File: src/rtl/display_scan_ctrl_pkg.sv
// Shared constants and helpers for the 8-digit seven-segment scan controller.
// Holds the board-clock defaults for slot length and the anti-ghosting guard.
package display_scan_ctrl_pkg;

    localparam int DIGITS           = 8;
    localparam int SEL_W            = 3;
    localparam int NIB_W            = 4;
    localparam int VAL_W            = DIGITS * NIB_W;
    localparam int DEF_PRESCALE     = 1000;
    localparam int DEF_BLANK_CYCLES = 4;

    typedef enum logic {
        SLOT_GUARD = 1'b0,
        SLOT_SHOW  = 1'b1
    } slot_state_e;

    // Digit 0 is the leftmost digit, held in the most significant nibble.
    function automatic logic [NIB_W-1:0] digit_nibble(
        input logic [VAL_W-1:0] v,
        input logic [SEL_W-1:0] k
    );
        logic [NIB_W-1:0] n;
        n = '0;
        for (int i = 0; i < DIGITS; i++) begin
            if (k == SEL_W'(i)) begin
                n = v[VAL_W-1-NIB_W*i -: NIB_W];
            end
        end
        return n;
    endfunction

    // True when digit k and every digit to its left are zero; the last digit never blanks.
    function automatic logic lz_blanked(
        input logic [VAL_W-1:0] v,
        input logic [SEL_W-1:0] k
    );
        logic all_zero;
        all_zero = 1'b1;
        for (int i = 0; i < DIGITS; i++) begin
            if (SEL_W'(i) <= k) begin
                all_zero = all_zero & (v[VAL_W-1-NIB_W*i -: NIB_W] == '0);
            end
        end
        return all_zero && (k != SEL_W'(DIGITS-1));
    endfunction

endpackage

File: src/rtl/display_scan_ctrl_if.sv
// Load/value/blanking inputs and scan outputs of the display scan controller.
// The master drives display updates; the slave is the controller itself.
interface display_scan_ctrl_if;
    import display_scan_ctrl_pkg::*;

    logic             load;
    logic [VAL_W-1:0] value_in;
    logic             blank_lz;
    logic [SEL_W-1:0] sel;
    logic             sel_en;
    logic [NIB_W-1:0] nibble;
    logic             pending;
    logic             frame_done;

    modport master (
        output load, value_in, blank_lz,
        input  sel, sel_en, nibble, pending, frame_done
    );

    modport slave (
        input  load, value_in, blank_lz,
        output sel, sel_en, nibble, pending, frame_done
    );

endinterface

File: src/rtl/display_scan_ctrl_slot_timer.sv
// Modulo-PRESCALE slot counter with a GUARD/SHOW phase tracker per digit slot.
// Free-running, no backpressure; wrap is high on the last cycle of a slot.
module slot_timer
    import display_scan_ctrl_pkg::*;
#(
    parameter  int PRESCALE     = DEF_PRESCALE,
    parameter  int BLANK_CYCLES = DEF_BLANK_CYCLES,
    localparam int CNT_W        = $clog2(PRESCALE)
) (
    input  logic             clk,
    input  logic             rst,
    output logic [CNT_W-1:0] cnt,
    output logic             wrap,
    output logic             in_guard
);

    localparam logic [CNT_W-1:0] CNT_LAST   = CNT_W'(PRESCALE - 1);
    localparam logic [CNT_W-1:0] GUARD_LAST = CNT_W'(BLANK_CYCLES - 1);

    logic [CNT_W-1:0] cnt_q, cnt_d;
    slot_state_e      state_q, state_d;

    always_comb begin
        wrap    = (cnt_q == CNT_LAST);
        cnt_d   = wrap ? '0 : cnt_q + 1'b1;
        state_d = state_q;
        case (state_q)
            SLOT_GUARD: if (cnt_q == GUARD_LAST) state_d = SLOT_SHOW;
            SLOT_SHOW:  if (wrap)                state_d = SLOT_GUARD;
            default:                             state_d = SLOT_GUARD;
        endcase
    end

    always_ff @(posedge clk) begin
        if (rst) begin
            cnt_q   <= '0;
            state_q <= SLOT_GUARD;
        end else begin
            cnt_q   <= cnt_d;
            state_q <= state_d;
        end
    end

    assign cnt      = cnt_q;
    assign in_guard = (state_q == SLOT_GUARD);

endmodule

File: src/rtl/display_scan_ctrl.sv
// Time-multiplexed 8-digit scan controller with frame-aligned double buffering.
// Outputs are registered or register-derived; load is always accepted (last value wins).
module display_scan_ctrl
    import display_scan_ctrl_pkg::*;
#(
    parameter int PRESCALE     = DEF_PRESCALE,
    parameter int BLANK_CYCLES = DEF_BLANK_CYCLES
) (
    input logic          clk,
    input logic          rst,
    display_scan_ctrl_if.slave bus
);

    localparam int CNT_W = $clog2(PRESCALE);

    logic [CNT_W-1:0] slot_cnt;
    logic             slot_wrap;
    logic             slot_in_guard;

    logic [SEL_W-1:0] sel_q, sel_d;
    logic [VAL_W-1:0] active_q, active_d;
    logic [VAL_W-1:0] shadow_q, shadow_d;
    logic             pending_q, pending_d;
    logic             frame_done_q, frame_done_d;
    logic             blank_lz_q, blank_lz_d;
    logic             boundary;

    slot_timer #(
        .PRESCALE     (PRESCALE),
        .BLANK_CYCLES (BLANK_CYCLES)
    ) u_slot_timer (
        .clk      (clk),
        .rst      (rst),
        .cnt      (slot_cnt),
        .wrap     (slot_wrap),
        .in_guard (slot_in_guard)
    );

    always_comb begin
        boundary     = slot_wrap && (sel_q == SEL_W'(DIGITS - 1));
        sel_d        = slot_wrap ? sel_q + 1'b1 : sel_q;
        frame_done_d = boundary;
        blank_lz_d   = bus.blank_lz;
        active_d     = active_q;
        shadow_d     = shadow_q;
        pending_d    = pending_q;

        if (boundary && pending_q) begin
            active_d  = shadow_q;
            pending_d = 1'b0;
        end

        // A load landing on the boundary edge bypasses the shadow entirely.
        if (bus.load) begin
            if (boundary) begin
                active_d  = bus.value_in;
                pending_d = 1'b0;
            end else begin
                shadow_d  = bus.value_in;
                pending_d = 1'b1;
            end
        end
    end

    always_ff @(posedge clk) begin
        if (rst) begin
            sel_q        <= '0;
            active_q     <= '0;
            shadow_q     <= '0;
            pending_q    <= 1'b0;
            frame_done_q <= 1'b0;
            blank_lz_q   <= 1'b0;
        end else begin
            sel_q        <= sel_d;
            active_q     <= active_d;
            shadow_q     <= shadow_d;
            pending_q    <= pending_d;
            frame_done_q <= frame_done_d;
            blank_lz_q   <= blank_lz_d;
        end
    end

    // The GUARD/SHOW tracker must agree with the raw slot count.
    always_ff @(posedge clk) begin
        if (!rst) begin
            assert (slot_in_guard == (slot_cnt < CNT_W'(BLANK_CYCLES)));
        end
    end

    assign bus.sel        = sel_q;
    assign bus.nibble     = digit_nibble(active_q, sel_q);
    assign bus.sel_en     = !slot_in_guard && !(blank_lz_q && lz_blanked(active_q, sel_q));
    assign bus.pending    = pending_q;
    assign bus.frame_done = frame_done_q;

endmodule

File: src/flat_wrapper.sv
// flat-port wrapper written by rule: the top's interface ports become plain ports
module display_scan_ctrl_flat import display_scan_ctrl_pkg::*;
#(
    parameter int PRESCALE     = DEF_PRESCALE,
    parameter int BLANK_CYCLES = DEF_BLANK_CYCLES
)
  (clk, rst, bus_load, bus_value_in, bus_blank_lz, bus_sel, bus_sel_en, bus_nibble, bus_pending, bus_frame_done);
  display_scan_ctrl_if bus_i ();
  input logic clk;
  input logic rst;
  input wire logic [$bits(bus_i.load)-1:0] bus_load;
  input wire logic [$bits(bus_i.value_in)-1:0] bus_value_in;
  input wire logic [$bits(bus_i.blank_lz)-1:0] bus_blank_lz;
  output wire logic [$bits(bus_i.sel)-1:0] bus_sel;
  output wire logic [$bits(bus_i.sel_en)-1:0] bus_sel_en;
  output wire logic [$bits(bus_i.nibble)-1:0] bus_nibble;
  output wire logic [$bits(bus_i.pending)-1:0] bus_pending;
  output wire logic [$bits(bus_i.frame_done)-1:0] bus_frame_done;
  assign bus_i.load = bus_load;
  assign bus_i.value_in = bus_value_in;
  assign bus_i.blank_lz = bus_blank_lz;
  assign bus_sel = bus_i.sel;
  assign bus_sel_en = bus_i.sel_en;
  assign bus_nibble = bus_i.nibble;
  assign bus_pending = bus_i.pending;
  assign bus_frame_done = bus_i.frame_done;
  display_scan_ctrl #(.PRESCALE(PRESCALE), .BLANK_CYCLES(BLANK_CYCLES)) u_core (.clk(clk), .rst(rst), .bus(bus_i));
endmodule
File: config.mk
export PLATFORM = sky130hd
export DESIGN_NAME = display_scan_ctrl_flat
export DESIGN_NICKNAME = d
export VERILOG_FILES = /design/src/rtl/display_scan_ctrl_pkg.sv /design/src/rtl/display_scan_ctrl_if.sv /design/src/rtl/display_scan_ctrl_slot_timer.sv /design/src/rtl/display_scan_ctrl.sv /design/src/flat_wrapper.sv
export SDC_FILE = /design/constraint.sdc
export NUM_CORES = 1
export LEC_CHECK = 0
export CORE_ASPECT_RATIO = 0.7
export CORE_UTILIZATION = 55
export CTS_CLUSTER_SIZE = 10
export DETAILED_ROUTE_END_ITERATION = 8
export HOLD_SLACK_MARGIN = 0.02
export PLACE_DENSITY = 0.78
export SKIP_CTS_REPAIR_TIMING = 1
export SYNTH_ARGS = -nofsm -noshare
export SYNTH_HDL_FRONTEND = slang
export SYNTH_SLANG_ARGS = --single-unit
File: constraint.sdc
create_clock -name clk -period 2.4 [get_ports clk]
set_input_delay 0.36 -clock clk [delete_from_list [all_inputs] [get_ports clk]]
set_output_delay 0.36 -clock clk [all_outputs]
set_load 0.005 [all_outputs]
* Word level (Yosys, flattened, before mapping)
Cells that the tools add are included.
Operators by class: equal/unequal tests 10, multiplexer cells 25, reduce and logical (&&, ||, !) cells 18, $add $sub $neg 2, bitwise operators 9, order comparisons 8
Operator list (number):
- $mux W32 | 3
- $logic_not A4 Y1 | 8
- $mux W4 | 8
- $mux W1 | 13
- $eq A3 B3 Y1 const B | 4
- $le A3 B3 Y1 const A | 4
- $add A10 B1 Y10 const B | 1
- $eq A10 B10 Y1 const B | 1
- $eq A10 B2 Y1 const B | 1
- $and A1 B1 Y1 | 7
- $eq A3 B2 Y1 const B | 2
- $le A1 B3 Y1 const A | 2
- $le A2 B3 Y1 const A | 2
- $logic_and A1 B1 Y1 | 5
- $add A3 B1 Y3 const B | 1
- $eq A3 B1 Y1 const B | 1
- $logic_not A3 Y1 | 1
- $ne A3 B3 Y1 const B | 1
- $not A1 Y1 | 2
- $pmux W1 S2 | 1
- $reduce_and A2 Y1 | 1
- $reduce_bool A2 Y1 | 1
- $reduce_or A2 Y1 | 1
- $logic_not A1 Y1 | 1
Storage, ports and cells: output and inout bits 10, input port bits 36, flip-flop bits (word level) 81

* Logic depth before layout (Yosys ltp)
depth after elaboration 20, mapped depth 9, gate-level depth less buffers 6

* By module
A second synthesis with hierarchy kept.
Second synthesis, totals: cell total of the unflattened synthesis 502, area, all modules 4127.7 µm²
Modules (own cells, without submodules):
- display_scan_ctrl | times used 1, sequential area each 1401.3 µm², area each 3585.9 µm², cells each 443
- slot_timer | times used 1, sequential area each 220.2 µm², area each 541.8 µm², cells each 59

* Least setup slack after synthesis
OpenSTA, ideal clock, no wires.
path kind reg2out, from register u_core.sel_q[0] (netlist: u_core.bus.sel[0]), to output bus_sel_en, data required time 2.040 ns, stages on the path, launching flop included 8, arrival time 1.748 ns, setup slack 0.292 ns, buffers on the path 1, cell sequence dfxtp_1 -> clkbuf_1 -> inv_1 -> ha_1 -> nor3_1 -> o2111ai_1 -> a2111oi_0 -> a21oi_1
On the way: word-level cells in the longest chain between the ends 20, elaborated cells between the ends (all ways) 28, those cells by class order compare (8); eq/ne (1); mux (8); bitwise (7); reduce/logical (4)
RTL lines:
- from (decl) | line display_scan_ctrl.sv:20 | logic [SEL_W-1:0] sel_q, sel_d;
- from (signal assigned) | line display_scan_ctrl.sv:74 | sel_q <= sel_d;
- $le A1 B3 Y1 | line display_scan_ctrl_pkg.sv:40 | if (SEL_W'(i) <= k) begin
- $mux W1 | line display_scan_ctrl_pkg.sv:40
- $and A1 B1 Y1 | line display_scan_ctrl_pkg.sv:41 | all_zero = all_zero & (v[VAL_W-1-NIB_W*i -: NIB_W] == '0);
- $mux W1 | line display_scan_ctrl_pkg.sv:40
- $and A1 B1 Y1 | line display_scan_ctrl_pkg.sv:41
- $mux W1 | line display_scan_ctrl_pkg.sv:40
- $and A1 B1 Y1 | line display_scan_ctrl_pkg.sv:41
- $mux W1 | line display_scan_ctrl_pkg.sv:40
- [4 not listed]
- $and A1 B1 Y1 | line display_scan_ctrl_pkg.sv:41
- $mux W1 | line display_scan_ctrl_pkg.sv:40
- $and A1 B1 Y1 | line display_scan_ctrl_pkg.sv:41
- $mux W1 | line display_scan_ctrl_pkg.sv:40
- $logic_and A1 B1 Y1 (*) | line display_scan_ctrl_pkg.sv:44 | return all_zero && (k != SEL_W'(DIGITS-1));
- $logic_and A1 B1 Y1 (*) | line display_scan_ctrl.sv:92 | assign bus.sel_en = !slot_in_guard && !(blank_lz_q && lz_blanked(active_q, sel_q));
- $logic_not A1 Y1 (*) | line display_scan_ctrl.sv:92
- $logic_and A1 B1 Y1 (*) | line display_scan_ctrl.sv:92
- to (decl) | line flat_wrapper.sv:15 | output wire logic [$bits(bus_i.sel_en)-1:0] bus_sel_en;
Every way passes the cells marked *; elsewhere a longest branch is shown, timed or not.

* Worst setup path in the final report
from register u_core.active_q[25], to output bus_sel_en
On the way: word-level cells in the longest chain between the ends 19
RTL lines:
- from (decl) | line display_scan_ctrl.sv:21 | logic [VAL_W-1:0] active_q, active_d;
- from (signal assigned) | line display_scan_ctrl.sv:75 | active_q <= active_d;
- $logic_not A4 Y1 (*) | line display_scan_ctrl_pkg.sv:41
- $and A1 B1 Y1 (*) | line display_scan_ctrl_pkg.sv:41
- $mux W1 (*) | line display_scan_ctrl_pkg.sv:40
- $and A1 B1 Y1 | line display_scan_ctrl_pkg.sv:41
- $mux W1 (*) | line display_scan_ctrl_pkg.sv:40
- $and A1 B1 Y1 | line display_scan_ctrl_pkg.sv:41
- $mux W1 (*) | line display_scan_ctrl_pkg.sv:40
- $and A1 B1 Y1 | line display_scan_ctrl_pkg.sv:41
- [3 not listed]
- $and A1 B1 Y1 | line display_scan_ctrl_pkg.sv:41
- $mux W1 (*) | line display_scan_ctrl_pkg.sv:40
- $and A1 B1 Y1 | line display_scan_ctrl_pkg.sv:41
- $mux W1 (*) | line display_scan_ctrl_pkg.sv:40
- $logic_and A1 B1 Y1 (*) | line display_scan_ctrl_pkg.sv:44
- $logic_and A1 B1 Y1 (*) | line display_scan_ctrl.sv:92
- $logic_not A1 Y1 (*) | line display_scan_ctrl.sv:92
- $logic_and A1 B1 Y1 (*) | line display_scan_ctrl.sv:92
Marked as above.

==> reports/results.tsv <==
metric	value	unit
status	completed	
Final Util	0.698	
internal power	2.18	mW
worst flop-to-flop path endpoint	u_core.shadow_q[16]	
R2R Path Start	u_core.u_slot_timer.cnt[0]	
routability cong.	0.931	
Row Count	26	
ys flop type	dfxtp_1	
Initial Util	0.570	
# DRC	0	
Final setup viols	0	
Worst Setup End Kind	output port	
Die X	106	um
fill cell count	600	
Synth warnings	0	
initial antenna violation count	0	
f_max	428	MHz
Sequential Power Share	0.491	
pre-CTS setup slack	11.2	ps
worst setup path class	flip-flop to output port	
Hold Path Class	primary input to flip-flop	
sw power	0.680	mW
total grt overflow	0	
R2R Setup Slk	210	ps
Mapped Cells	446	
Comb pwr share	0.093	
routing usage on met1	0.367	
Hold WS	362	ps
switching part of the total	0.238	
Post-DRT Antenna Nets	0	
Hold Crit Depth	2	
PortBufs	45	
met2 Usage GRT	0.450	
H-Tree Depth	3	
Clk pin slew, worst setup/hold paths	80	ps
# clock sinks	81	
Worst IR Drop VDD	0.408	mV
most frequent cells in the layout	dfxtp_1 (79), nand2_1 (76), buf_4 (41)	
Tmin final	2340	ps
CP max stage delay	360	ps
Tcrit/Tclk final	0.973	
leakage	2.00	nW
I/O pin count	46	
die area	7980	um2
Max-Cap Viols	0	
Crit Path Max Fanout	2	
#FFs+latches synth	81	
clock latency on the worst-skew pair	360	ps
largest net degree at the start of global routing	34	
Setup crit start kind	flip-flop	
die height	75.0	um
CP arrival	1980	ps
design area	5130	um2
post-DP HPWL	7200	um
sequential fraction of the synthesis area	0.387	
first-pass GRT wire length	16700	um
detailed-route via count	3456	
post-placement cell area	4840	um2
Power Total	2.86	mW
total global routing track utilization	0.274	
Slew Limit Fails	0	
syn nets	487	
drt pass-1 iters	4	
fraction of layout instances using a drive strength above 1	0.345	
final worst slack	63.9	ps
synthesized area	4190	um2
total wire length	10300	um
Ant. Diodes	0	
area grow syn2layout	22.4	%
CTS buffer count	9	
clk_skew	9.61	ps
Core ar.	7350	um2
Post-synth EDFFs	0	
Post-Synthesis Mean Instance Area	9.40	um2
DR WL/cell	16.9	um
Worst EP required	2040	ps
Slew HR	0.369	
CTS Root Cell	clkbuf_8	
CP cell instances	nor4_1 > buf_4 > o2111ai_1 > a2111oi_2 > a21oi_1 > buf_2	
most common cell after layout, fill and taps aside	dfxtp_1	
P per Cell Area	557	nW/um2
hold path startpoint	rst	
Hold Path End	u_core.bus.sel[2]	
Worst R2R Path Depth	5	
async set-reset flop share out of synthesis	0	
Final nets	550	
vias in the first global route	3261	
M3 GR Usage	0.0571	
Top Usage Layer GRT	met2	
CP max-delay cell	a2111oi_2	
drt initial violations	281	
RSZ-0062 raised after global routing	yes	
vias per inst	5.66	
deepest clock path buffer count	2	
Final Hold Fails	0	
Yosys cell types	49	
Clk network pwr share	0.416	
CTS tree	done	
Worst-Margin Slew	946	ps
## area by class of cell
cell class	count	area [um2]	share of cell area
tap	98	123	0.0239
inverter	14	52.6	0.0102
multi-input combinational	316	2350	0.458
timing repair buffer	87	748	0.146
clock inverter	6	108	0.0210
clock buffer	9	124	0.0242
sequential	81	1630	0.317
## state kept, by name (all words and copies together) (netlist names)
| signal | flops |
|---|---|
| u_core.bus.sel | 3 |
| u_core.bus.frame_done | 1 |
| u_core.blank_lz_q | 1 |
| u_core.shadow_q | 32 |
| u_core.u_slot_timer.state_q | 1 |
| u_core.bus.pending | 1 |
| u_core.active_q | 32 |
| u_core.u_slot_timer.cnt | 10 |
## through the flow
step / std cells / setup TNS (ps)
after floorplan: 446 / 0
after CTS: 611 / -1880
final: 611 / 0
after global placement: 596 / 0
after detailed placement: 596 / 0
after global routing: 611 / -107
## cell families (layout without fill, tap and decap cells)
| logic type | Yosys count | count (layout) | synth area share |
|---|---|---|---|
| simple gates | 158 | 158 | 0.200 |
| xor+xnor | 9 | 9 | 0.0188 |
| compound gates | 142 | 142 | 0.302 |
| flops | 81 | 81 | 0.387 |
| mux | 2 | 2 | 0.00478 |
| fa+ha+maj | 5 | 5 | 0.0149 |
| buf+inv | 49 | 116 | 0.0725 |
## synthesized netlist by cell type, types with 7 or more instances
master / instances / area [um2]
and3_2: 27 / 203
xnor2_1: 8 / 70.1
a21oi_2: 31 / 272
dfxtp_1: 81 / 1620
nor3_1: 7 / 35.0
nor2_1: 15 / 56.3
buf_6: 9 / 101
inv_1: 14 / 52.6
o21ai_0: 9 / 45.0
nand2_1: 76 / 285
clkbuf_1: 16 / 60.1
o2bb2ai_2: 30 / 450
a21oi_1: 39 / 195
## layer usage
layer	part of all wire	routed length, um
met5	0	0
met4	0.012	120
met3	0.037	380
met2	0.45	4690
met1	0.50	5130
## how the worst max path moves through the flow
stage / slack, ps / to / startpoint / cells past startpoint
floorplan: 290 / bus_sel_en / u_core.bus.sel[0] / 7
CTS: -410 / bus_sel_en / u_core.bus.sel[1] / 7
global route: -90 / bus_sel_en / u_core.active_q[25] / 6
global placement: 20 / bus_sel_en / u_core.active_q[10] / 5
finish: 60 / bus_sel_en / u_core.active_q[25] / 6
detailed placement: 10 / bus_sel_en / u_core.bus.sel[1] / 7
## critical path, delay by kind of cell, from the launching register on
kind            cells  cell delay [ps]
compound gates      3              620
buf+inv             2              320
flops               1              340
simple gates        1              330
## power groups by stage
| stage | combinational [mW] | clock (mW) | sequential (mW) |
|---|---|---|---|
| after floorplan | 0.174 | 0 | 1.43 |
| after global placement | 0.257 | 0 | 1.43 |
| after detailed placement | 0.263 | 0 | 1.44 |
| after CTS | 0.265 | 1.21 | 1.40 |
| after global routing | 0.292 | 1.27 | 1.41 |
| final | 0.266 | 1.19 | 1.40 |
Power figures use the tool's default switching activity.
